$ cat src/rtl/traffic_pkg.sv
// Shared phase codes and FSM state encoding for the traffic phase scheduler
// and the light control unit.
// Optional macro: TRAFFIC_NIGHT_FLASH_EN adds the FLASH state.
package traffic_pkg;

  localparam logic [1:0] CODE_NONE   = 2'b00;
  localparam logic [1:0] CODE_RED    = 2'b01;
  localparam logic [1:0] CODE_GREEN  = 2'b10;
  localparam logic [1:0] CODE_YELLOW = 2'b11;

  typedef enum logic [2:0] {
    ST_IDLE   = 3'd0,
    ST_RED    = 3'd1,
    ST_GREEN  = 3'd2,
`ifdef TRAFFIC_NIGHT_FLASH_EN
    ST_FLASH  = 3'd4,
`endif
    ST_YELLOW = 3'd3
  } state_t;

  // Steady-state phase code for a state (FLASH is handled by the caller).
  function automatic logic [1:0] code_of(state_t s);
    case (s)
      ST_RED:    code_of = CODE_RED;
      ST_GREEN:  code_of = CODE_GREEN;
      ST_YELLOW: code_of = CODE_YELLOW;
      default:   code_of = CODE_NONE;
    endcase
  endfunction

endpackage

$ cat src/rtl/tick_prescaler.sv
// Shared tick prescaler: counts 0..TICK_DIV-1 while enabled and pulses tick
// in the cycle the count wraps.
// Ports: clk, reset (async, active-high), enable, tick (combinational pulse).
module tick_prescaler #(
  parameter int unsigned TICK_DIV = 1000
) (
  input  logic clk,
  input  logic reset,
  input  logic enable,
  output logic tick
);

  localparam int unsigned    CW   = (TICK_DIV > 1) ? $clog2(TICK_DIV) : 1;
  localparam logic [CW-1:0]  LAST = CW'(TICK_DIV - 1);

  logic [CW-1:0] r_cnt;
  logic          w_wrap;

  assign w_wrap = (r_cnt == LAST);
  // Gated by reset so tick stays low while reset is held, even for TICK_DIV=1.
  assign tick   = enable & w_wrap & ~reset;

  always_ff @(posedge clk or posedge reset) begin
    if (reset)       r_cnt <= '0;
    else if (enable) r_cnt <= w_wrap ? '0 : r_cnt + CW'(1);
  end

endmodule

$ cat src/rtl/traffic_phase_scheduler.sv
// Timed Red -> Green -> Yellow sequencer with pedestrian Green truncation.
// Ports: clk, reset (async, active-high), enable, ped_btn, night_mode (only
// with TRAFFIC_NIGHT_FLASH_EN), sw_traffic_lights[1:0] (registered phase
// code), ped_pending (registered), tick (prescaler pulse).
// Optional macro: TRAFFIC_NIGHT_FLASH_EN enables the night flash mode.
module traffic_phase_scheduler
  import traffic_pkg::*;
#(
  parameter int unsigned TICK_DIV        = 1000,
  parameter int unsigned CNT_W           = 16,
  parameter int unsigned RED_TICKS       = 50,
  parameter int unsigned GREEN_TICKS     = 80,
  parameter int unsigned YELLOW_TICKS    = 20,
  parameter int unsigned MIN_GREEN_TICKS = 30
) (
  input  logic       clk,
  input  logic       reset,
  input  logic       enable,
  input  logic       ped_btn,
`ifdef TRAFFIC_NIGHT_FLASH_EN
  input  logic       night_mode,
`endif
  output logic [1:0] sw_traffic_lights,
  output logic       ped_pending,
  output logic       tick
);

  localparam int unsigned RED_EFF    = (RED_TICKS    == 0) ? 1 : RED_TICKS;
  localparam int unsigned GREEN_EFF  = (GREEN_TICKS  == 0) ? 1 : GREEN_TICKS;
  localparam int unsigned YELLOW_EFF = (YELLOW_TICKS == 0) ? 1 : YELLOW_TICKS;
  localparam logic [CNT_W-1:0] RED_LOAD    = CNT_W'(RED_EFF - 1);
  localparam logic [CNT_W-1:0] GREEN_LOAD  = CNT_W'(GREEN_EFF - 1);
  localparam logic [CNT_W-1:0] YELLOW_LOAD = CNT_W'(YELLOW_EFF - 1);

  state_t           r_state, w_state_next;
  logic [CNT_W-1:0] r_dwell, w_dwell_next;
  logic [1:0]       r_code,  w_code_next;
  logic             r_ped_pending, w_ped_next;
  logic             r_btn_q;
  logic             w_tick, w_rise, w_enter_red, w_ped_cut;
`ifdef TRAFFIC_NIGHT_FLASH_EN
  logic             r_flash_on, w_flash_next;
`endif

  tick_prescaler #(.TICK_DIV(TICK_DIV)) u_prescaler (
    .clk    (clk),
    .reset  (reset),
    .enable (enable),
    .tick   (w_tick)
  );

  assign tick              = w_tick;
  assign sw_traffic_lights = r_code;
  assign ped_pending       = r_ped_pending;
  assign w_rise            = ped_btn & ~r_btn_q;
  assign w_enter_red       = (w_state_next == ST_RED) && (r_state != ST_RED);
  // The current tick is the MIN_GREEN_TICKS-th (or later) Green tick.
  assign w_ped_cut = r_ped_pending &&
                     ((32'(r_dwell) + MIN_GREEN_TICKS) <= GREEN_EFF);

  // Next-state, dwell and code logic.
  always_comb begin
    w_state_next = r_state;
    w_dwell_next = r_dwell;
`ifdef TRAFFIC_NIGHT_FLASH_EN
    w_flash_next = r_flash_on;
`endif
    case (r_state)
      ST_IDLE: begin
        if (enable) begin
          w_state_next = ST_RED;
          w_dwell_next = RED_LOAD;
        end
      end
      ST_RED: begin
        if (w_tick) begin
          if (r_dwell == '0) begin
            w_state_next = ST_GREEN;
            w_dwell_next = GREEN_LOAD;
          end else w_dwell_next = r_dwell - CNT_W'(1);
        end
      end
      ST_GREEN: begin
        if (w_tick) begin
          if (r_dwell == '0 || w_ped_cut) begin
            w_state_next = ST_YELLOW;
            w_dwell_next = YELLOW_LOAD;
          end else w_dwell_next = r_dwell - CNT_W'(1);
        end
      end
      ST_YELLOW: begin
        if (w_tick) begin
          if (r_dwell == '0) begin
            w_state_next = ST_RED;
            w_dwell_next = RED_LOAD;
          end else w_dwell_next = r_dwell - CNT_W'(1);
        end
      end
`ifdef TRAFFIC_NIGHT_FLASH_EN
      ST_FLASH: begin
        if (w_tick) begin
          if (night_mode) w_flash_next = ~r_flash_on;
          else begin
            w_state_next = ST_RED;
            w_dwell_next = RED_LOAD;
          end
        end
      end
`endif
      default: w_state_next = ST_IDLE;
    endcase

`ifdef TRAFFIC_NIGHT_FLASH_EN
    // Night request overrides normal sequencing from any running phase.
    if (w_tick && night_mode &&
        (r_state == ST_RED || r_state == ST_GREEN || r_state == ST_YELLOW)) begin
      w_state_next = ST_FLASH;
      w_flash_next = 1'b1;
    end
    if (w_state_next == ST_FLASH)
      w_code_next = w_flash_next ? CODE_YELLOW : CODE_NONE;
    else
      w_code_next = code_of(w_state_next);
`else
    w_code_next = code_of(w_state_next);
`endif

    // A new press beats the clear on Red entry so it is served next Green.
    if (w_rise)           w_ped_next = 1'b1;
    else if (w_enter_red) w_ped_next = 1'b0;
    else                  w_ped_next = r_ped_pending;
  end

  // State register; the button edge register runs even while disabled.
  always_ff @(posedge clk or posedge reset) begin
    if (reset) begin
      r_state       <= ST_IDLE;
      r_dwell       <= '0;
      r_code        <= CODE_NONE;
      r_ped_pending <= 1'b0;
      r_btn_q       <= 1'b0;
`ifdef TRAFFIC_NIGHT_FLASH_EN
      r_flash_on    <= 1'b0;
`endif
    end else begin
      r_state       <= w_state_next;
      r_dwell       <= w_dwell_next;
      r_code        <= w_code_next;
      r_ped_pending <= w_ped_next;
      r_btn_q       <= ped_btn;
`ifdef TRAFFIC_NIGHT_FLASH_EN
      r_flash_on    <= w_flash_next;
`endif
    end
  end

endmodule
$ cat config.mk
export PLATFORM = sky130hd
export DESIGN_NAME = traffic_phase_scheduler
export DESIGN_NICKNAME = d
export VERILOG_FILES = /design/src/rtl/traffic_pkg.sv /design/src/rtl/tick_prescaler.sv /design/src/rtl/traffic_phase_scheduler.sv
export SDC_FILE = /design/constraint.sdc
export NUM_CORES = 1
export LEC_CHECK = 0
export BUFFER_PORTS_ARGS = -buffer_cell sky130_fd_sc_hd__buf_2
export CAP_MARGIN = 20
export CELL_PAD_IN_SITES_DETAIL_PLACEMENT = 1
export CELL_PAD_IN_SITES_GLOBAL_PLACEMENT = 2
export CORE_MARGIN = 2
export CORE_UTILIZATION = 40
export CTS_CLUSTER_SIZE = 8
export DETAILED_ROUTE_END_ITERATION = 8
export PLACE_DENSITY_LB_ADDON = 0.1
export SYNTH_ARGS = -nofsm -noshare
export SYNTH_HDL_FRONTEND = slang
export SYNTH_HIERARCHICAL = 1
export SYNTH_SLANG_ARGS = --single-unit
$ cat constraint.sdc
create_clock -name clk -period 7.6 [get_ports clk]
set_input_delay 0.38 -clock clk [delete_from_list [all_inputs] [get_ports clk]]
set_output_delay 0.38 -clock clk [all_outputs]
set_load 0.05 [all_outputs]
==> qor.json, run 1 <==
{
  "cell_count_after_synthesis": 279,
  "floorplan.initialDensity_pct": 41.9,
  "regToRegStartpoint": "u_prescaler/r_cnt[0]",
  "rows": 27,
  "cts_hold_buf": 0,
  "worst-path-buf-inv": 1,
  "synth_enable_flop_cells": 0,
  "netlist_area_um2": 2340,
  "timing_worst_setup_path_type": "reg -> reg",
  "fp.dieArea_um2": 6470,
  "setup.worst_path.end_class": "flop",
  "dr.pass1.iters": 4,
  "yosysWarningCount": 6,
  "synth.yosys.seq_area_share_pct": 35.3,
  "dp.cells": 340,
  "globalRouteOverflowTotal": 0,
  "cts_buffer_depth": 2,
  "timing.final.crit_share_pct": 38.2,
  "crit-reg2reg-capture": "r_dwell[0]",
  "tightestPinTransition_ps": 950,
  "timing_max_transition_violations_final": 0,
  "startpoint_type": "flop",
  "drive_above_1_share_pct": 10.1,
  "power_density_nw_per_um2": 182,
  "synth_nets": 288,
  "postCtsSetupBuffers": 0,
  "fin_area_um2": 2440,
  "total_leakage_power_nw": 1.08,
  "outcome": "finished clean",
  "cp_slowest_cell": "dfrtp_1",
  "cell_depth_of_the_worst_flop_to_flop_path": 10,
  "report.final.hold_viol_count": 0,
  "core-area_um2": 5570,
  "tritoncts": "done",
  "synth_seq_cells": 33,
  "post_synth.cell_area_avg_um2": 8.38,
  "diodes": 0,
  "reg2reg_slack_ps": 4700,
  "detail-route-antenna-nets": 0,
  "area.growth.synth_to_final_pct": 4.39,
  "critPathTopFamily": "simple AND/OR/NAND/NOR gates",
  "drt-vias-per-instance": 5.79,
  "placedInstanceArea_um2": 2360,
  "grt_pass1_vias": 2023,
  "clock-skew-final_ps": 3.46,
  "routed-via-count": 2016,
  "drc": 0,
  "post-route-min-period_ps": 2900,
  "layout.cells.non_filler": 348,
  "fmax_mhz": 345,
  "setup_violations": 0,
  "worst-path-max-fanout": 10,
  "number_of_buffers_added_by_the_clock_tree_synthesis_step": 5,
  "total_nets_final": 284,
  "cpPeakStageDelay_ps": 440,
  "holdWs_ps": 85.9,
  "port-buffer-count": 7,
  "grt_antenna_before_repair": 0,
  "grt.total_usage_pct": 20.3,
  "hp-class": "in -> async",
  "finalWeightedCongestion": 0.770,
  "synth_top_flop_cell": "dfrtp_1",
  "resized_cells_post_cts": 0,
  "crit_path_cell_trace": "ha_1 > nand3_1 > nor4_1 > and2_1 > inv_1 > nor2_1 > and3_4 > a21boi_2 > nor3_2 > o21bai_1",
  "die_w_um": 80.4,
  "grt_pass1_wl_mm": 10.1,
  "power.ir.vdd_worst_mv": 0.105,
  "ctsRootBufferMaster": "clkbuf_8",
  "clk-insertion-delay-late_ps": 290,
  "timing.critical_path.required_ps": 7750,
  "setup_tns_ps": 0,
  "cts_sinks": 33,
  "num_io_pins": 8,
  "die_h_um": 80.4,
  "synth.lib_cells_used.distinct": 62,
  "drt-total-wl_mm": 5.89,
  "postSynth.asyncResetShare_pct": 100,
  "grt_setup_unrepaired": "false",
  "wl_per_cell_um": 16.9,
  "detailed_place_hpwl_mm": 4.22,
  "grt_start_max_net_pins": 24,
  "cts.htree.levels": 2,
  "clkTransAtPathRegs_ps": 70,
  "max-slew-margin-rel_pct": 36.6,
  "worstPathArrival_ps": 3060,
  "initialDrtViolationCount": 88,
  "max_cap_viol_count": 0
}
[how the worst max path moves through the flow]
| stage | end | cells past startpoint | slack, ps | startpoint |
|---|---|---|---|---|
| 6_report | r_dwell[0] | 10 | 4700 | u_prescaler/r_cnt[0] |
| 5_1_grt | r_dwell[0] | 10 | 4350 | u_prescaler/r_cnt[0] |
| 4_1_cts | r_dwell[0] | 10 | 4660 | u_prescaler/r_cnt[0] |
| 3_5_place_dp | r_dwell[0] | 10 | 4680 | u_prescaler/r_cnt[0] |
| 3_3_place_gp | r_dwell[0] | 10 | 4810 | u_prescaler/r_cnt[0] |
| 2_1_floorplan | r_dwell[0] | 10 | 4780 | u_prescaler/r_cnt[0] |
[Yosys cell counts (all sizes together) (2+ instances only)]
cell | instances | share of area, %
a211oi | 2 | 0.64
a21boi | 3 | 1.1
a21o | 2 | 0.64
a21oi | 12 | 2.7
a22o | 4 | 1.5
a31oi | 3 | 0.80
a32o | 2 | 0.86
and2 | 5 | 1.3
and3 | 5 | 1.6
and3b | 2 | 0.75
buf | 10 | 3.2
clkbuf | 8 | 1.3
dfrtp | 33 | 35
ha | 5 | 2.7
inv | 12 | 1.9
mux2i | 3 | 1.3
nand2 | 36 | 5.8
nand3 | 13 | 2.8
nand3b | 4 | 1.4
nand4 | 4 | 1.6
nor2 | 27 | 4.4
nor2b | 5 | 1.3
nor3 | 12 | 2.8
nor3b | 5 | 1.6
nor4 | 6 | 2.5
o211ai | 2 | 0.64
o21a | 2 | 0.64
o21ai | 6 | 1.3
o21bai | 2 | 0.64
o22ai | 10 | 2.7
o31a | 3 | 1.1
o31ai | 3 | 0.96
or3 | 2 | 0.54
or4 | 2 | 0.64
xnor2 | 6 | 2.2
xor2 | 4 | 1.5
[cell usage in the layout, fill, tap and decap left out, types with 5 or more instances in the layout]
cell type,instances
nor3_1,11
inv_1,12
buf_2,7
nor2_1,26
nand2_1,36
xnor2_1,6
a21oi_1,11
dfrtp_1,33
nor2b_1,5
o21ai_0,6
o22ai_1,10
clkbuf_8,5
and2_1,5
nand3_1,13
ha_1,5
nor3b_1,5
[state kept, by name, indices dropped and copies added (netlist names)]
name / flops
r_dwell: 16
u_prescaler/r_cnt: 10
r_state: 3
sw_traffic_lights: 2
ped_pending: 1
r_btn_q: 1
[routing by layer]
metal / track usage (%) / up-vias / share of wire (%)
met5: 0 / - / 0
met4: 5.59 / 0 / 1.2
met3: 3.26 / 6 / 1.6
met2: 33.9 / 16 / 47
met1: 27.0 / 1006 / 50
li1: - / 988 / -
[final cells by class]
class / instances / area (um^2)
fill: 684 / 3130
multi-input combinational: 216 / 1360
sequential: 33 / 826
tap: 72 / 90.1
clock buffer: 6 / 72.6
inverter: 12 / 45.0
timing repair buffer: 7 / 35.0
clock inverter: 2 / 10.0
[cells by family after synthesis]
kind of cell | count (synthesis) | synth area share (%)
and+or+nand+nor | 133 | 30.8
AOI/OAI and AO/OA | 63 | 19.1
DFF | 33 | 35.3
buffers and inverters | 30 | 6.42
xor gates and xnor gates | 10 | 3.75
adders and majority gates | 5 | 2.68
muxes | 4 | 1.77
other | 1 | 0.160
[through the flow]
step | setup WS (ps) | utilization, % | total power, mW
floorplan | 4780 | - | 0.294
global placement | 4810 | 42.3 | 0.315
detailed placement | 4680 | 42.3 | 0.317
CTS | 4660 | 43.8 | 0.450
global route | 4350 | 43.8 | 0.470
finish | 4700 | 43.8 | 0.443
[worst register-to-register path: stages, from the launching register on]
cell and delay, ps:
dfrtp_1 440, ha_1 270, nand3_1 190, nor4_1 380
and2_1 300, inv_1 80, nor2_1 220, and3_4 230
a21boi_2 440, nor3_2 60, o21bai_1 160
[where the power goes]
group          total [mW]  internal (mW)  leakage, nW  switching, mW
Clock               0.129         0.0635       0.0450         0.0658
Combinational      0.0839         0.0344        0.624         0.0495
Sequential          0.230          0.196        0.413         0.0348
Total               0.443          0.293         1.08          0.150
(Power assumes the default switching activity.)
==> run 2: changes to the inputs <==
- CORE_UTILIZATION: 40 -> 34
- clock period: 7.6 -> 2.5 ns (I/O delays scaled with it)
==> qor.json, run 2 (synthesis gave the netlist of run 1 again) <==
{
  "power_frac_clock": {"value": 29.9, "unit": "%", "change": "was 29.1%"},
  "routed-via-count": {"value": 2167, "change": "was 2016"},
  "grt_pass1_wl": {"value": 11.4, "unit": "mm", "change": "was 10.1 mm"},
  "dr.pass1.iters": {"value": 4, "change": "unchanged"},
  "post-route-min-period": {"value": 2370, "unit": "ps", "change": "was 2900 ps"},
  "tritoncts": {"value": "done", "change": "unchanged"},
  "drive_above_1_share": {"value": 23.3, "unit": "%", "change": "was 10.1%"},
  "timing_worst_setup_path_type": {"value": "reg -> reg", "change": "unchanged"},
  "port-buffer-count": {"value": 7, "change": "unchanged"},
  "report.final.hold_viol_count": {"value": 0, "change": "unchanged"},
  "regToRegStartpoint": {"value": "r_dwell[2]", "change": "was u_prescaler/r_cnt[0]"},
  "cts.htree.levels": {"value": 2, "change": "unchanged"},
  "max_cap_viol_count": {"value": 0, "change": "unchanged"},
  "cts_buffer_depth": {"value": 2, "change": "unchanged"},
  "diodes": {"value": 0, "change": "unchanged"},
  "cts_sinks": {"value": 33, "change": "unchanged"},
  "clk-insertion-delay-late": {"value": 290, "unit": "ps", "change": "about the same"},
  "setup.worst_path.end_class": {"value": "flop", "change": "unchanged"},
  "cell_depth_of_the_worst_flop_to_flop_path": {"value": 10, "change": "unchanged"},
  "switching_share": {"value": 33.4, "unit": "%", "change": "was 33.8%"},
  "sequentialPowerShare": {"value": 44.9, "unit": "%", "change": "was 51.9%"},
  "area.growth.synth_to_final": {"value": 20.3, "unit": "%", "change": "was 4.39%"},
  "total_nets_final": {"value": 327, "change": "was 284"},
  "worstPathArrival": {"value": 2550, "unit": "ps", "change": "was 3060 ps"},
  "drt-total-wl": {"value": 6.56, "unit": "mm", "change": "was 5.89 mm"},
  "switchingPower": {"value": 0.489, "unit": "mW", "change": "was 0.150 mW"},
  "final_core_utilization": {"value": 41.8, "unit": "%", "change": "was 43.8%"},
  "timing.hold.worst_path_depth": 3,
  "num_io_pins": {"value": 8, "change": "unchanged"},
  "grt_setup_unrepaired": {"value": "false", "change": "unchanged"},
  "crit-reg2reg-capture": {"value": "r_dwell[2]", "change": "was r_dwell[0]"},
  "comb_power_share": {"value": 25.2, "unit": "%", "change": "was 18.9%"},
  "startpoint_type": {"value": "flop", "change": "unchanged"},
  "tightestPinTransition": {"value": 962, "unit": "ps", "change": "was 950 ps"},
  "layout.cells.most_common_list": {"value": "buf_4 (41), nand2_1 (36), dfrtp_1 (33), nor2_1 (26), nand3_1 (13)", "change": "was nand2_1 (36), dfrtp_1 (33), nor2_1 (26), nand3_1 (13), inv_1 (12)"},
  "reg_top3": {"value": "r_dwell x16, u_prescaler/r_cnt x10, r_state x3", "change": "unchanged"},
  "finalWeightedCongestion": {"value": 0.807, "change": "was 0.770"},
  "detail-route-antenna-nets": {"value": 0, "change": "unchanged"},
  "grt_antenna_before_repair": {"value": 0, "change": "unchanged"},
  "timing.final.crit_share": {"value": 94.7, "unit": "%", "change": "was 38.2%"},
  "largest_register_ffs": {"value": 16, "change": "unchanged"},
  "mostFrequentLayoutCell": {"value": "buf_4", "change": "was nand2_1"},
  "die_w": {"value": 86.9, "unit": "um", "change": "was 80.4 um"},
  "power.ir.vdd_worst": {"value": 0.335, "unit": "mV", "change": "was 0.105 mV"},
  "wl_per_cell": {"value": 16.5, "unit": "um", "change": "was 16.9 um"},
  "timing_max_transition_violations_final": {"value": 0, "change": "unchanged"},
  "drt-vias-per-instance": {"value": 5.44, "change": "was 5.79"},
  "setup_violations": {"value": 0, "change": "unchanged"},
  "ctsRootBufferMaster": {"value": "clkbuf_8", "change": "unchanged"},
  "largest-register": {"value": "r_dwell", "change": "unchanged"},
  "setup_tns": {"value": 0, "unit": "ps", "change": "unchanged"},
  "reg2reg_slack": {"value": 130, "unit": "ps", "change": "was 4700 ps"},
  "rows": {"value": 30, "change": "was 27"},
  "hp-class": {"value": "in -> reg", "change": "was in -> async"},
  "hold_path_end": "u_prescaler/r_cnt[2]",
  "fmax": {"value": 422, "unit": "MHz", "change": "was 345 MHz"},
  "grt.total_usage": {"value": 19.4, "unit": "%", "change": "was 20.3%"},
  "power_density": {"value": 520, "unit": "nW/um^2", "change": "was 182 nW/um^2"},
  "max-slew-margin-rel": {"value": 35.8, "unit": "%", "change": "was 36.6%"},
  "min_from": "enable",
  "worst-path-max-fanout": {"value": 5, "change": "was 10"},
  "filler_cell_count": {"value": 811, "change": "was 684"},
  "grt_start_max_net_pins": {"value": 24, "change": "unchanged"},
  "clkTransAtPathRegs": {"value": 80, "unit": "ps", "change": "was 70 ps"},
  "detailed_place_hpwl": {"value": 4.99, "unit": "mm", "change": "was 4.22 mm"},
  "globalRouteOverflowTotal": {"value": 0, "change": "unchanged"},
  "core-area": {"value": 6720, "unit": "um^2", "change": "was 5570 um^2"},
  "initialDrtViolationCount": {"value": 83, "change": "was 88"},
  "grt_pass1_vias": {"value": 2226, "change": "was 2023"},
  "floorplan.initialDensity": {"value": 34.8, "unit": "%", "change": "was 41.9%"},
  "internal-power": {"value": 0.973, "unit": "mW", "change": "was 0.293 mW"},
  "clock-skew-final": {"value": 4.75, "unit": "ps", "change": "was 3.46 ps"},
  "die_h": {"value": 86.9, "unit": "um", "change": "was 80.4 um"},
  "total_leakage_power": {"value": 1.30, "unit": "nW", "change": "was 1.08 nW"},
  "outcome": {"value": "finished clean", "change": "unchanged"},
  "drc": {"value": 0, "change": "unchanged"},
  "fp.dieArea": {"value": 7550, "unit": "um^2", "change": "was 6470 um^2"},
  "timing.critical_path.required": {"value": 2680, "unit": "ps", "change": "was 7750 ps"},
  "number_of_buffers_added_by_the_clock_tree_synthesis_step": {"value": 5, "change": "unchanged"}
}
==> run 2: area by class of cell <==
cell class                 count  area, um^2  area share [%]
sequential                    33         826            29.4
timing repair buffer          50         363            12.9
clock buffer                   6        82.6            2.94
tap                           80         100            3.56
clock inverter                 1        7.51           0.267
multi-input combinational    216        1390            49.4
inverter                      12        45.0            1.60
==> run 2: what timing repair did <==
item,CTS,global route
hold buffers,2,0
resized for setup,0,3
endpoints found under the setup margin,0,12
hold endpoints to repair,11,0
buffers inserted,0,1
==> run 2: worst max-delay path by stage <==
stage                          start         end  slack, ps  cells after the start
after floorplan           r_dwell[2]  r_dwell[2]         40                     10
after global placement    r_dwell[1]  r_dwell[2]        120                      9
after detailed placement  r_dwell[2]  r_dwell[2]         80                      9
after CTS                 r_dwell[2]  r_dwell[2]         40                      9
after global routing      r_dwell[2]  r_dwell[2]        0.8                     10
final                     r_dwell[2]  r_dwell[2]        130                     10
==> run 2: power by group through the flow <==
| stage | logic, mW | clock network (mW) | registers, mW |
|---|---|---|---|
| 2_1_floorplan | 0.230 | 0 | 0.665 |
| 3_3_place_gp | 0.360 | 0 | 0.666 |
| 3_5_place_dp | 0.368 | 0 | 0.664 |
| 4_1_cts | 0.369 | 0.451 | 0.656 |
| 5_1_grt | 0.428 | 0.471 | 0.667 |
| 6_report | 0.369 | 0.437 | 0.657 |
==> run 2: worst max-delay path, cell delays in order (launching register included) <==
cell and delay, ps:
dfrtp_1 380, inv_1 80, ha_2 190, or4b_1 440, a21oi_1 140, a211oi_1 70, nor4_2 250, buf_4 170
nand3b_4 110, o21a_1 220, a22o_1 210
==> run 2: routing by layer <==
metal,global-route usage [%],vias to the layer above,wire (um)
li1,-,1073,-
met1,27.3,1075,3300
met4,5.68,0,77
met5,0,-,0
met2,30.5,12,3090
met3,3.03,7,91
==> run 2: stage by stage <==
step	total power [mW]	worst slack (ps)	area, um^2	hold slack (ps)	std cells
CTS	1.48	40.3	2790	170	397
global route	1.57	0.758	2810	192	398
global placement	1.03	119	2680	165	388
finish	1.46	132	2810	182	398
floorplan	0.896	39.2	2350	-26.7	279
detailed placement	1.03	78.2	2680	160	388
==> run 3: changes to the inputs <==
- CELL_PAD_IN_SITES_GLOBAL_PLACEMENT: 2 -> 1
- CORE_UTILIZATION: 34 -> 40
==> qor.json, run 3 (synthesis gave the netlist of run 1 again) <==
{
  "report.final.hold_viol_count": {"value": 0, "change": "unchanged"},
  "core-area": {"value": 5570, "unit": "um^2", "change": "was 6720 um^2"},
  "fin_area": {"value": 2760, "unit": "um^2", "change": "was 2810 um^2"},
  "ctsRootBufferMaster": {"value": "clkbuf_8", "change": "unchanged"},
  "grt_start_max_net_pins": {"value": 24, "change": "unchanged"},
  "hp-class": {"value": "in -> reg", "change": "unchanged"},
  "total_nets_final": {"value": 318, "change": "was 327"},
  "die_w": {"value": 80.4, "unit": "um", "change": "was 86.9 um"},
  "min_from": {"value": "enable", "change": "unchanged"},
  "layout.cells.non_filler": {"value": 382, "change": "was 398"},
  "port-buffer-count": {"value": 7, "change": "unchanged"},
  "reg_top3": {"value": "r_dwell x16, u_prescaler/r_cnt x10, r_state x3", "change": "unchanged"},
  "detail-route-antenna-nets": {"value": 0, "change": "unchanged"},
  "tritoncts": {"value": "done", "change": "unchanged"},
  "area.growth.synth_to_final": {"value": 17.9, "unit": "%", "change": "was 20.3%"},
  "placedInstanceArea": {"value": 2610, "unit": "um^2", "change": "was 2680 um^2"},
  "drive_above_1_share": {"value": 22.9, "unit": "%", "change": "was 23.3%"},
  "cts.htree.levels": {"value": 2, "change": "unchanged"},
  "drc": {"value": 0, "change": "unchanged"},
  "mostFrequentLayoutCell": {"value": "nand2_1", "change": "was buf_4"},
  "drt-total-wl": {"value": 6.43, "unit": "mm", "change": "was 6.56 mm"},
  "power.total": {"value": 1.38, "unit": "mW", "change": "was 1.46 mW"},
  "timing.final.crit_share": {"value": 95.7, "unit": "%", "change": "was 94.7%"},
  "max_cap_viol_count": {"value": 0, "change": "unchanged"},
  "flip_flop_and_latch_area": {"value": 827, "unit": "um^2", "change": "was 826 um^2"},
  "fp.dieArea": {"value": 6470, "unit": "um^2", "change": "was 7550 um^2"},
  "wl_per_cell": {"value": 16.8, "unit": "um", "change": "was 16.5 um"},
  "cts_sinks": {"value": 33, "change": "unchanged"},
  "hold_path_end": {"value": "u_prescaler/r_cnt[2]", "change": "unchanged"},
  "startpoint_type": {"value": "flop", "change": "unchanged"},
  "outcome": {"value": "finished clean", "change": "unchanged"},
  "grt_antenna_before_repair": {"value": 0, "change": "unchanged"},
  "die_h": {"value": 80.4, "unit": "um", "change": "was 86.9 um"},
  "setup_tns": {"value": 0, "unit": "ps", "change": "unchanged"},
  "startpoint": {"value": "r_dwell[3]", "change": "was r_dwell[2]"},
  "cts_buffer_depth": {"value": 2, "change": "unchanged"},
  "grt_setup_unrepaired": {"value": "false", "change": "unchanged"},
  "initialDrtViolationCount": {"value": 60, "change": "was 83"},
  "post-route-min-period": {"value": 2390, "unit": "ps", "change": "was 2370 ps"},
  "dp.cells": {"value": 371, "change": "was 388"},
  "detailed_place_hpwl": {"value": 4.84, "unit": "mm", "change": "was 4.99 mm"},
  "diodes": {"value": 0, "change": "unchanged"},
  "clk-insertion-delay-late": {"value": 280, "unit": "ps", "change": "was 290 ps"},
  "power_density": {"value": 499, "unit": "nW/um^2", "change": "was 520 nW/um^2"},
  "setup.worst_path.end_class": {"value": "flop", "change": "unchanged"},
  "timing.hold.worst_path_depth": {"value": 3, "change": "unchanged"},
  "layout.cells.most_common_list": {"value": "nand2_1 (36), dfrtp_1 (32), buf_4 (31), nor2_1 (26), nand3_1 (13)", "change": "was buf_4 (41), nand2_1 (36), dfrtp_1 (33), nor2_1 (26), nand3_1 (13)"},
  "total_leakage_power": {"value": 1.26, "unit": "nW", "change": "was 1.30 nW"},
  "globalRouteOverflowTotal": {"value": 0, "change": "unchanged"},
  "max-slew-margin-rel": {"value": 36.0, "unit": "%", "change": "was 35.8%"},
  "timing_max_transition_violations_final": {"value": 0, "change": "unchanged"},
  "grt_pass1_wl": {"value": 11.0, "unit": "mm", "change": "was 11.4 mm"},
  "num_io_pins": {"value": 8, "change": "unchanged"},
  "reg2reg_slack": {"value": 110, "unit": "ps", "change": "was 130 ps"},
  "rows": {"value": 27, "change": "was 30"},
  "fmax": {"value": 418, "unit": "MHz", "change": "was 422 MHz"},
  "regToRegStartpoint": {"value": "r_dwell[3]", "change": "was r_dwell[2]"},
  "clkTransAtPathRegs": {"value": 70, "unit": "ps", "change": "was 80 ps"},
  "drt-vias-per-instance": {"value": 5.64, "change": "was 5.44"},
  "largest_register_ffs": {"value": 16, "change": "unchanged"},
  "setup_violations": {"value": 0, "change": "unchanged"},
  "cell_depth_of_the_worst_flop_to_flop_path": {"value": 9, "change": "was 10"},
  "finalWeightedCongestion": {"value": 0.840, "change": "was 0.807"},
  "number_of_buffers_added_by_the_clock_tree_synthesis_step": {"value": 5, "change": "unchanged"},
  "clock-skew-final": {"value": 3.63, "unit": "ps", "change": "was 4.75 ps"},
  "routed-via-count": {"value": 2155, "change": "was 2167"},
  "dr.pass1.iters": {"value": 4, "change": "unchanged"},
  "worst-path-max-fanout": {"value": 10, "change": "was 5"},
  "grt.total_usage": {"value": 22.1, "unit": "%", "change": "was 19.4%"},
  "worstPathArrival": {"value": 2560, "unit": "ps", "change": "was 2550 ps"},
  "crit-reg2reg-capture": {"value": "r_dwell[7]", "change": "was r_dwell[2]"},
  "power.ir.vdd_worst": {"value": 0.414, "unit": "mV", "change": "was 0.335 mV"},
  "largest-register": {"value": "r_dwell", "change": "unchanged"},
  "holdWs": {"value": 182, "unit": "ps", "change": "about the same"},
  "timing_worst_setup_path_type": {"value": "reg -> reg", "change": "unchanged"},
  "floorplan.initialDensity": {"value": 41.9, "unit": "%", "change": "was 34.8%"},
  "timing.critical_path.required": {"value": 2670, "unit": "ps", "change": "was 2680 ps"},
  "filler_cell_count": {"value": 693, "change": "was 811"},
  "grt_pass1_vias": {"value": 2283, "change": "was 2226"},
  "tightestPinTransition": {"value": 959, "unit": "ps", "change": "was 962 ps"},
  "multi_input_area": {"value": 1400, "unit": "um^2", "change": "was 1390 um^2"}
}
[run 3: timing repair]
| item | in CTS | in global routing |
|---|---|---|
| gates resized for setup | 0 | 10 |
| hold buffers | 2 | 0 |
| setup endpoints to repair | 0 | 16 |
| buffers inserted | 0 | 1 |
| hold endpoints to repair | 11 | 0 |
[run 3: per-layer routing]
layer	vias to the layer above	global-route usage (%)	routed length [um]
met1	1064	27.8	3090
met5	-	0	0
li1	1057	-	-
met4	0	8.31	137
met2	20	37.6	3090
met3	14	3.82	113
[run 3: metrics by stage]
stage          utilization [%]  setup WS (ps)
3_3_place_gp              46.9            148
3_5_place_dp              46.9           56.5
6_report                  49.4            108
5_1_grt                   49.4           10.9
4_1_cts                   48.7           38.4
2_1_floorplan                -           39.2
[run 3: area by class of cell]
cell class                      count  area share (%)
Multi-Input combinational cell    216            50.9
Tap cell                           72            3.27
Clock buffer                        6            2.63
Timing Repair Buffer               41            11.2
Inverter                           12            1.63
Sequential cell                    33            30.0
Clock inverter                      2           0.363
[run 3: power breakdown]
| group | switching, mW | internal (mW) | leakage [nW] |
|---|---|---|---|
| clock | 0.195 | 0.193 | 0.0450 |
| sequential | 0.0918 | 0.596 | 0.412 |
| combinational | 0.174 | 0.126 | 0.801 |
| total | 0.461 | 0.915 | 1.26 |
[run 3: worst max path at each step]
stage / to / slack, ps / cells after the start
3_5_place_dp: r_dwell[2] / 60 / 9
5_1_grt: r_dwell[2] / 10 / 8
3_3_place_gp: r_dwell[2] / 150 / 9
6_report: r_dwell[7] / 110 / 9
4_1_cts: r_dwell[2] / 40 / 9
2_1_floorplan: r_dwell[2] / 40 / 10
[run 3: worst max-delay path, stage by stage, from the launching register on]
cell	delay, ps
dfrtp_1	490
nor3_1	240
buf_4	160
nand2_1	60
or3_1	450
and3_4	240
a32o_1	250
buf_12	150
o22ai_1	160
nand2_1	70
